==> src/rtl/pe_row_feeder_pkg.sv <==
// rtl/pe_row_feeder_pkg.sv - shared widths, row geometry and feeder FSM states
package definition;

   localparam int width     = 16;
   localparam int ROW_LEN   = 4;
   localparam int ROW_DRAIN = 4;

   typedef enum logic [1:0] {
      IDLE,
      STREAM,
      DRAIN,
      DONE
   } feeder_state_t;

endpackage

==> src/rtl/pe_row_feeder_if.sv <==
// rtl/pe_row_feeder_if.sv - tile-controller side bus of the PE row feeder
interface pe_row_feeder_if #(
   parameter int WIDTH = definition::width,
   parameter int LEN   = definition::ROW_LEN
) ();

   localparam int AW = (LEN > 1) ? $clog2(LEN) : 1;

   logic                 wr_en;
   logic                 wr_sel;
   logic [AW-1:0]        wr_addr;
   logic [WIDTH-1:0]     wr_data;
   logic                 start;
   logic                 busy;
   logic                 done;
   logic [2*WIDTH-1:0]   result;
   logic                 result_valid;

   modport master (
      output wr_en, wr_sel, wr_addr, wr_data, start,
      input  busy, done, result, result_valid
   );

   modport slave (
      input  wr_en, wr_sel, wr_addr, wr_data, start,
      output busy, done, result, result_valid
   );

endinterface

==> src/rtl/pe_row_opbuf.sv <==
// rtl/pe_row_opbuf.sv - LEN x WIDTH operand register buffer with indexed read
module pe_row_opbuf
   import definition::*;
#(
   parameter int WIDTH = width,
   parameter int LEN   = ROW_LEN
) (
   input  logic                                   clk,
   input  logic                                   rst,
   input  logic                                   we,
   input  logic [((LEN > 1) ? $clog2(LEN) : 1)-1:0] wr_addr,
   input  logic [WIDTH-1:0]                       wr_data,
   input  logic [((LEN > 1) ? $clog2(LEN) : 1)-1:0] rd_addr,
   output logic [WIDTH-1:0]                       rd_data
);

   logic [LEN-1:0][WIDTH-1:0] mem_q;
   logic [LEN-1:0][WIDTH-1:0] mem_d;

   // next buffer contents: one element replaced when the write is enabled
   always_comb begin
      mem_d = mem_q;
      if (we) begin
         mem_d[wr_addr] = wr_data;
      end
   end

   // buffer storage, cleared on reset
   always_ff @(posedge clk) begin
      if (rst) begin
         mem_q <= '0;
      end else begin
         mem_q <= mem_d;
      end
   end

   assign rd_data = mem_q[rd_addr];

endmodule

==> src/rtl/pe_row_feeder.sv <==
// rtl/pe_row_feeder.sv - operand sequencer and psum collector for a systolic PE row
module pe_row_feeder #(
   parameter int WIDTH = definition::width,
   parameter int LEN   = definition::ROW_LEN,
   parameter int DRAIN = definition::ROW_DRAIN
) (
   input  logic                 clk,
   input  logic                 rst,
   pe_row_feeder_if.slave       ctl,
   output logic [WIDTH-1:0]     o_r,
   output logic [WIDTH-1:0]     o_f,
   output logic                 o_en,
   input  logic [2*WIDTH-1:0]   i_psum
);

   localparam int AW      = (LEN > 1) ? $clog2(LEN) : 1;
   localparam int CNT_MAX = (LEN > DRAIN) ? LEN : DRAIN;
   localparam int CW      = (CNT_MAX > 1) ? $clog2(CNT_MAX) : 1;

   localparam logic [CW-1:0] LEN_LAST   = CW'(LEN - 1);
   localparam logic [CW-1:0] DRAIN_LAST = CW'(DRAIN - 1);
   localparam logic [AW:0]   LEN_LIM    = (AW + 1)'(LEN);

   definition::feeder_state_t state_q, state_d;
   logic [CW-1:0]             cnt_q, cnt_d;
   logic [2*WIDTH-1:0]        result_q, result_d;
   logic                      result_valid_q, result_valid_d;

   logic                      wr_ok;
   logic [WIDTH-1:0]          ifmap_rd;
   logic [WIDTH-1:0]          filter_rd;

   // writes only land while idle and only for in-range element indices
   always_comb begin
      wr_ok = ctl.wr_en && (state_q == definition::IDLE) &&
              ({1'b0, ctl.wr_addr} < LEN_LIM);
   end

   pe_row_opbuf #(
      .WIDTH (WIDTH),
      .LEN   (LEN)
   ) u_ifmap (
      .clk     (clk),
      .rst     (rst),
      .we      (wr_ok && !ctl.wr_sel),
      .wr_addr (ctl.wr_addr),
      .wr_data (ctl.wr_data),
      .rd_addr (cnt_q[AW-1:0]),
      .rd_data (ifmap_rd)
   );

   pe_row_opbuf #(
      .WIDTH (WIDTH),
      .LEN   (LEN)
   ) u_filter (
      .clk     (clk),
      .rst     (rst),
      .we      (wr_ok && ctl.wr_sel),
      .wr_addr (ctl.wr_addr),
      .wr_data (ctl.wr_data),
      .rd_addr (cnt_q[AW-1:0]),
      .rd_data (filter_rd)
   );

   // pass sequencing: stream LEN operands, pad DRAIN zero cycles, capture psum
   always_comb begin
      state_d        = state_q;
      cnt_d          = cnt_q;
      result_d       = result_q;
      result_valid_d = result_valid_q;
      case (state_q)
         definition::IDLE: begin
            if (ctl.start) begin
               state_d        = definition::STREAM;
               cnt_d          = '0;
               result_valid_d = 1'b0;
            end
         end
         definition::STREAM: begin
            if (cnt_q == LEN_LAST) begin
               state_d = definition::DRAIN;
               cnt_d   = '0;
            end else begin
               cnt_d = cnt_q + CW'(1);
            end
         end
         definition::DRAIN: begin
            if (cnt_q == DRAIN_LAST) begin
               state_d        = definition::DONE;
               cnt_d          = '0;
               result_d       = i_psum;
               result_valid_d = 1'b1;
            end else begin
               cnt_d = cnt_q + CW'(1);
            end
         end
         definition::DONE: begin
            state_d = definition::IDLE;
         end
         default: begin
            state_d = definition::IDLE;
            cnt_d   = '0;
         end
      endcase
   end

   // state, counter and held result registers; reset aborts any pass
   always_ff @(posedge clk) begin
      if (rst) begin
         state_q        <= definition::IDLE;
         cnt_q          <= '0;
         result_q       <= '0;
         result_valid_q <= 1'b0;
      end else begin
         state_q        <= state_d;
         cnt_q          <= cnt_d;
         result_q       <= result_d;
         result_valid_q <= result_valid_d;
      end
   end

   // row drive and status decoded purely from registered state
   always_comb begin
      o_en = (state_q == definition::STREAM) || (state_q == definition::DRAIN);
      o_r  = (state_q == definition::STREAM) ? ifmap_rd  : '0;
      o_f  = (state_q == definition::STREAM) ? filter_rd : '0;
   end

   assign ctl.busy         = (state_q != definition::IDLE);
   assign ctl.done         = (state_q == definition::DONE);
   assign ctl.result       = result_q;
   assign ctl.result_valid = result_valid_q;

endmodule

==> src/flat_wrapper.sv <==
// flat-port wrapper written by rule: the top's interface ports become plain ports
module pe_row_feeder_flat 
#(
   parameter int WIDTH = definition::width,
   parameter int LEN   = definition::ROW_LEN,
   parameter int DRAIN = definition::ROW_DRAIN
)
  (clk, rst, o_r, o_f, o_en, i_psum, ctl_wr_en, ctl_wr_sel, ctl_wr_addr, ctl_wr_data, ctl_start, ctl_busy, ctl_done, ctl_result, ctl_result_valid);
  pe_row_feeder_if #(.WIDTH(WIDTH), .LEN(LEN)) ctl_i ();
  input  logic clk;
  input  logic rst;
  output logic [WIDTH-1:0] o_r;
  output logic [WIDTH-1:0] o_f;
  output logic o_en;
  input  logic [2*WIDTH-1:0] i_psum;
  input wire logic [$bits(ctl_i.wr_en)-1:0] ctl_wr_en;
  input wire logic [$bits(ctl_i.wr_sel)-1:0] ctl_wr_sel;
  input wire logic [$bits(ctl_i.wr_addr)-1:0] ctl_wr_addr;
  input wire logic [$bits(ctl_i.wr_data)-1:0] ctl_wr_data;
  input wire logic [$bits(ctl_i.start)-1:0] ctl_start;
  output wire logic [$bits(ctl_i.busy)-1:0] ctl_busy;
  output wire logic [$bits(ctl_i.done)-1:0] ctl_done;
  output wire logic [$bits(ctl_i.result)-1:0] ctl_result;
  output wire logic [$bits(ctl_i.result_valid)-1:0] ctl_result_valid;
  assign ctl_i.wr_en = ctl_wr_en;
  assign ctl_i.wr_sel = ctl_wr_sel;
  assign ctl_i.wr_addr = ctl_wr_addr;
  assign ctl_i.wr_data = ctl_wr_data;
  assign ctl_i.start = ctl_start;
  assign ctl_busy = ctl_i.busy;
  assign ctl_done = ctl_i.done;
  assign ctl_result = ctl_i.result;
  assign ctl_result_valid = ctl_i.result_valid;
  pe_row_feeder #(.WIDTH(WIDTH), .LEN(LEN), .DRAIN(DRAIN)) u_core (.clk(clk), .rst(rst), .ctl(ctl_i), .o_r(o_r), .o_f(o_f), .o_en(o_en), .i_psum(i_psum));
endmodule
==> config.mk <==
export PLATFORM = sky130hd
export DESIGN_NAME = pe_row_feeder_flat
export DESIGN_NICKNAME = d
export VERILOG_FILES = /design/src/rtl/pe_row_feeder_pkg.sv /design/src/rtl/pe_row_feeder_if.sv /design/src/rtl/pe_row_opbuf.sv /design/src/rtl/pe_row_feeder.sv /design/src/flat_wrapper.sv
export SDC_FILE = /design/constraint.sdc
export NUM_CORES = 1
export LEC_CHECK = 0
export ABC_AREA = 0
export BUFFER_PORTS_ARGS = -buffer_cell sky130_fd_sc_hd__buf_2
export CAP_MARGIN = 20
export CORE_UTILIZATION = 37
export DETAILED_ROUTE_END_ITERATION = 10
export GPL_TIMING_DRIVEN = 0
export PLACE_DENSITY = 0.62
export SYNTH_ARGS = -nofsm -noshare
export SYNTH_HDL_FRONTEND = slang
export SYNTH_HIERARCHICAL = 1
export SYNTH_SLANG_ARGS = --single-unit
==> constraint.sdc <==
create_clock -name clk -period 2.42 [get_ports clk]
set_input_delay 0.484 -clock clk [delete_from_list [all_inputs] [get_ports clk]]
set_output_delay 0.484 -clock clk [all_outputs]
set_load 0.02 [all_outputs]
* After elaboration in Yosys (flattened, before gate mapping)
Index checks and enable logic that the tools add are counted.
** Operators by class
- Add/subtract/negate cells :: 1
- Multiply operators :: 0
- Div/mod/pow operators :: 0
- Magnitude comparators :: 3
- Equality and inequality tests :: 7
- Shift operators :: 0
- Multiplexer cells :: 20
- Bitwise operators :: 0
- Reduce and logical (&&, ||, !) cells :: 15
** Operators with widths (count)
- 64-bit bitwise mux :: 2
- 16-bit 2-to-1 mux :: 5
- 16-bit binary-select mux with 2-bit select :: 2
- 16-bit demux with 2-bit select :: 1
- 2-bit 2-to-1 mux :: 5
- 2-bit one-hot mux with 4 select lines :: 1
- 2-bit == test (second input constant) :: 3
- 2-bit by 3-bit < comparator with 1-bit output (second input constant) :: 2
- 3-bit AND reduction :: 2
- 2-bit nonzero test :: 3
- 1-bit logical AND :: 4
- 2-bit by 1-bit inequality test with 1-bit output (second input constant) :: 2
- 2-bit one-hot mux with 2 select lines :: 1
- 2-bit AND reduction :: 2
- 2-bit by 1-bit adder with 2-bit output (second input constant) :: 1
- 2-bit by 1-bit == test with 1-bit output (second input constant) :: 1
- 2-bit by 1-bit greater-or-equal comparator with 1-bit output (second input constant) :: 1
- 2-bit logical NOT :: 1
- 1-bit 2-to-1 mux :: 2
- 2-bit inequality test (second input constant) :: 1
- 1-bit one-hot mux with 2 select lines :: 1
- 2-bit OR reduction :: 1
- 1-bit logical NOT :: 1
- 1-bit logical OR :: 1
** Word-level totals
- Bits in registers :: 165
- Bits in latches :: 0
- Bits in writable memories :: 0
- Memory bits (read-only) :: 0
- Bits of input ports :: 55
- Output and inout bits :: 68
- Word-level logic and storage cells :: 58
- Memories kept :: 0

* Depth between registers and ports, before layout
- Depth in word-level cells :: 5
- Depth in mapped cells :: 9
- Gate-level depth less buffers :: 6

* Hierarchy
Netlist, hierarchy kept.
** By module, submodules not included
- pe_row_opbuf at u_core.u_filter :: times used 1, cells an instance 248, area each 2931.6 µm²
- pe_row_opbuf at u_core.u_ifmap :: times used 1, cells an instance 247, area each 2924.1 µm²
- pe_row_feeder :: times used 1, cells an instance 218, area each 1896.8 µm²

* Worst setup path before layout
OpenSTA, ideal clock, no wires.
- Kind :: register -> output
- Start point :: register u_core.cnt_q[1]
- End point :: output o_f[11]
- Arrival :: 1526 ps
- Data required time :: 1936 ps
- Slack :: 410 ps
- Cell stages (with the launch flop) :: 5
- Buffers on the path :: 2
- Cell sequence :: dfxtp_1 buf_2 buf_4 mux4_2 and2_1
** Between the ends
- Cells in the longest elaborated chain, start to end :: 3
** Ends and longest elaborated chain
- from (decl) :: RTL line pe_row_feeder.sv:25 : logic [CW-1:0] cnt_q, cnt_d;
- from (signal assigned) :: RTL line pe_row_feeder.sv:116 : cnt_q <= cnt_d;
- 16-bit binary-select mux with 2-bit select :: RTL line pe_row_opbuf.sv:37 : assign rd_data = mem_q[rd_addr];
- 16-bit 2-to-1 mux (not written as such) :: RTL line pe_row_opbuf.sv:37
- net u_core.filter_rd[11] :: RTL line pe_row_feeder.sv:31 : logic [WIDTH-1:0] filter_rd;
- 16-bit 2-to-1 mux :: RTL line pe_row_feeder.sv:126 : o_f = (state_q == definition::STREAM) ? filter_rd : '0;
- to (decl) :: RTL line flat_wrapper.sv:13 : output logic [WIDTH-1:0] o_f;
The timed path passes the listed nets, and every way through them passes these cells. The select of a mux whose other input is x is not followed.

* Worst setup path in the final report
- Start point :: register u_core.cnt_q[1]
- End point :: output o_r[4]
** Between the ends
- Cells in the longest elaborated chain, start to end :: 3
** Ends and longest elaborated chain
- 16-bit binary-select mux with 2-bit select :: RTL line pe_row_opbuf.sv:37
- 16-bit 2-to-1 mux (not written as such) :: RTL line pe_row_opbuf.sv:37
- net u_core.ifmap_rd[4] :: RTL line pe_row_feeder.sv:30 : logic [WIDTH-1:0] ifmap_rd;
- 16-bit 2-to-1 mux :: RTL line pe_row_feeder.sv:125 : o_r = (state_q == definition::STREAM) ? ifmap_rd : '0;
- to (decl) :: RTL line flat_wrapper.sv:12 : output logic [WIDTH-1:0] o_r;
The timed path passes the listed nets, and every way through them passes these cells. The select of a mux whose other input is x is not followed.

==> results.cfg <==
[run_status]
status = completed

[logic_synthesis]
ys_seq_elements = 165
yosysTopAreaCellShare_pct = 42.6
synth-edff-count = 0
synth.avg_cell_area_sq_um = 10.9
synth_top_area_cell = dfxtp_1
synth_seq_area_share_pct = 42.6
ys_top_cells_by_area = dfxtp_1 (43%), mux2i_1 (17%), nand2b_1 (13%)
async_flop_share_pct = 0
yosysUniqueCellTypes = 36
ys.flop_type = dfxtp_1
synth_fp_nets = 777
ys_warn_count = 6
syn_area_sq_um = 7750
synth_cells = 713

[sta]
final.setup_skew_ns = 0.0127
setup_viol = 0
hold_violations = 0
hold_slack_ns = 0.291
rsz0062_at_grt = yes
worst_pin_slew_ns = 0.582
drv_slew = 0
max_freq_mhz = 421
max_slew_margin_pct = 61.0
fin_crit_ns = 2.38
period_share_pct = 98.2

[setup_path]
path_max_fanout = 4
cp_top_family = multiplexers
required_ns = 1.94
cpMostUsedCell = buf_12
critPathKind = reg -> out
cp-end-kind = output port
cpMaxStageDelayCell = mux4_2
worstSetupStartpointType = flop
crit_buf_inv = 3
crit_chain = buf_12, buf_12, mux4_2, and2_1, buf_2
worstPathArrival_ns = 1.89
max_stage_delay_ns = 0.52

[cts]
ctsLongestPathBuffers = 2
clk_transition_reported_paths_ns = 0.06
cts_sinks = 165
cts_buffers = 17
tritoncts = yes
h-tree-depth = 4
clock-root-buffer = clkbuf_16
clk_latency_ns = 0.43

[drt]
viasPerCell = 4.85
antenna_left = 0
drc = 0
drt_iter0_drc = 211
vias = 5566
finalWirelength_microns = 19700
dr.pass1.iters = 6
wl_per_cell_microns = 17.2

[global_routing]
grt_pass1_vias = 5649
grt_max_degree = 19
track_usage_pct = 19.0
overflow = 0
antenna_found_initial = 3
grt_pass1_wl_microns = 31400

[layout]
multi_input_area_sq_um = 4170
fin_util_pct = 46.9
antenna_cells = 0
area_growth_pct = 23.3
regArea_sq_um = 3310
drive_above_1_share_pct = 33.1
nNetsFinal = 928
num-fill-cells = 1943

[floorplan]
die_area_sq_um = 21500
die_h_microns = 147
die_w_microns = 147
initial_utilization_pct = 38.1
core_area_sq_um = 20400
rows = 52
boundaryPins = 123

[hold_path]
hp-class = in -> reg

[power]
p_per_area_nw_per_um2 = 759
p_total_mw = 7.26
leakage_nw = 4.24
vdd_drop_max_uv = 489

[flow_run]
drv_cap = 0

[placement]
port_buffers = 122
globalplace.congestion = 0.779
place_hpwl_microns = 13900
==> area by class of cell <==
class | instances | share of cell area (%)
Buffer | 50 | 4.03
Clock buffer | 18 | 4.59
Timing Repair Buffer | 132 | 7.80
Clock inverter | 14 | 1.61
Inverter | 4 | 0.157
Tap cell | 270 | 3.53
Sequential cell | 165 | 34.6
Multi-Input combinational cell | 494 | 43.6
==> Yosys cell counts, drive strengths merged (4+ instances only) <==
library cell and number:
mux4 32, mux2i 129, and2 34, nor2 5, inv 4, buf 30
nand2b 162, clkbuf 20, a21oi 34, ha 9, nand3b 4, nand2 66
dfxtp 165
==> cells in the final DEF, fill, tap and decap left out, drive strengths merged, types with 4 or more instances in the layout <==
master	n
and2	34
nor2	5
nand2b	162
dfxtp	165
ha	9
a21oi	34
clkinv	8
nand2	66
nand3b	4
mux2i	129
inv	6
buf	162
mux4	32
clkbuf	38
==> state kept, by name, summed over array words and instances, names as in the netlist <==
name,flops
u_core/state_q,2
u_core/u_ifmap/mem_q,64
u_core/u_filter/mem_q,64
u_core/ctl.result_valid,1
u_core/ctl.result,32
u_core/cnt_q,2
==> worst reg2reg max path, cell delays in order, from the launching register on <==
cell	delay (ns)
dfxtp_1	0.46
inv_1	0.15
ha_1	0.22
buf_4	0.18
and3_1	0.21
nand3_2	0.23
buf_2	0.40
mux2i_1	0.24
==> metal layers <==
metal | global-route usage, % | vias up | wire [microns]
met5 | 0 | - | 28
met4 | 5.16 | 4 | 213
met3 | 4.60 | 21 | 934
met2 | 30.9 | 145 | 9260
met1 | 25.2 | 2672 | 9290
li1 | - | 2724 | -
==> stage by stage <==
stage	setup WS, ns	area [sq um]	setup TNS [ns]	cells
2_1_floorplan	0.410	7750	0	713
3_3_place_gp	0.0261	8700	0	1105
3_5_place_dp	0.000826	8700	0	1105
4_1_cts	0.00260	9480	0	1145
5_1_grt	-0.00406	9560	-0.00406	1147
6_report	0.0444	9560	0	1147
==> power by group <==
group          leakage, nW  switching, mW  total [mW]  internal, mW
logic                 2.62          0.876        1.58         0.707
clock network        0.288           1.18        2.74          1.56
registers             1.33          0.101        2.94          2.84
==> timing repair <==
item	in CTS	in global routing
pin swaps	0	3
setup buffers	8	2
hold buffers	0	0
gates cloned	0	0
setup endpoints to repair	32	18
gates resized for setup	31	24
==> cells by family after synthesis <==
logic type	Yosys count	share of synthesized area, %
buffers and inverters	54	4.02
multiplexers	161	26.0
flip-flops	165	42.6
adder cells (fa/ha/maj)	9	1.45
AND/OR/NAND/NOR	283	21.5
AO/OA/AOI/OAI	41	4.42
==> final timing paths <==
path                   startpoint                         to  slack (ns)  depth (start not counted)
max               u_core/cnt_q[1]                     o_r[4]        0.04                          5
min                    i_psum[24]      u_core/ctl.result[24]        0.29                          3
max reg2reg     u_core/state_q[0]  u_core/u_filter/mem_q[62]        0.26                          7
min reg2reg  u_core/ctl.result[1]       u_core/ctl.result[1]        0.46                          2
(Power assumes the default switching activity.)
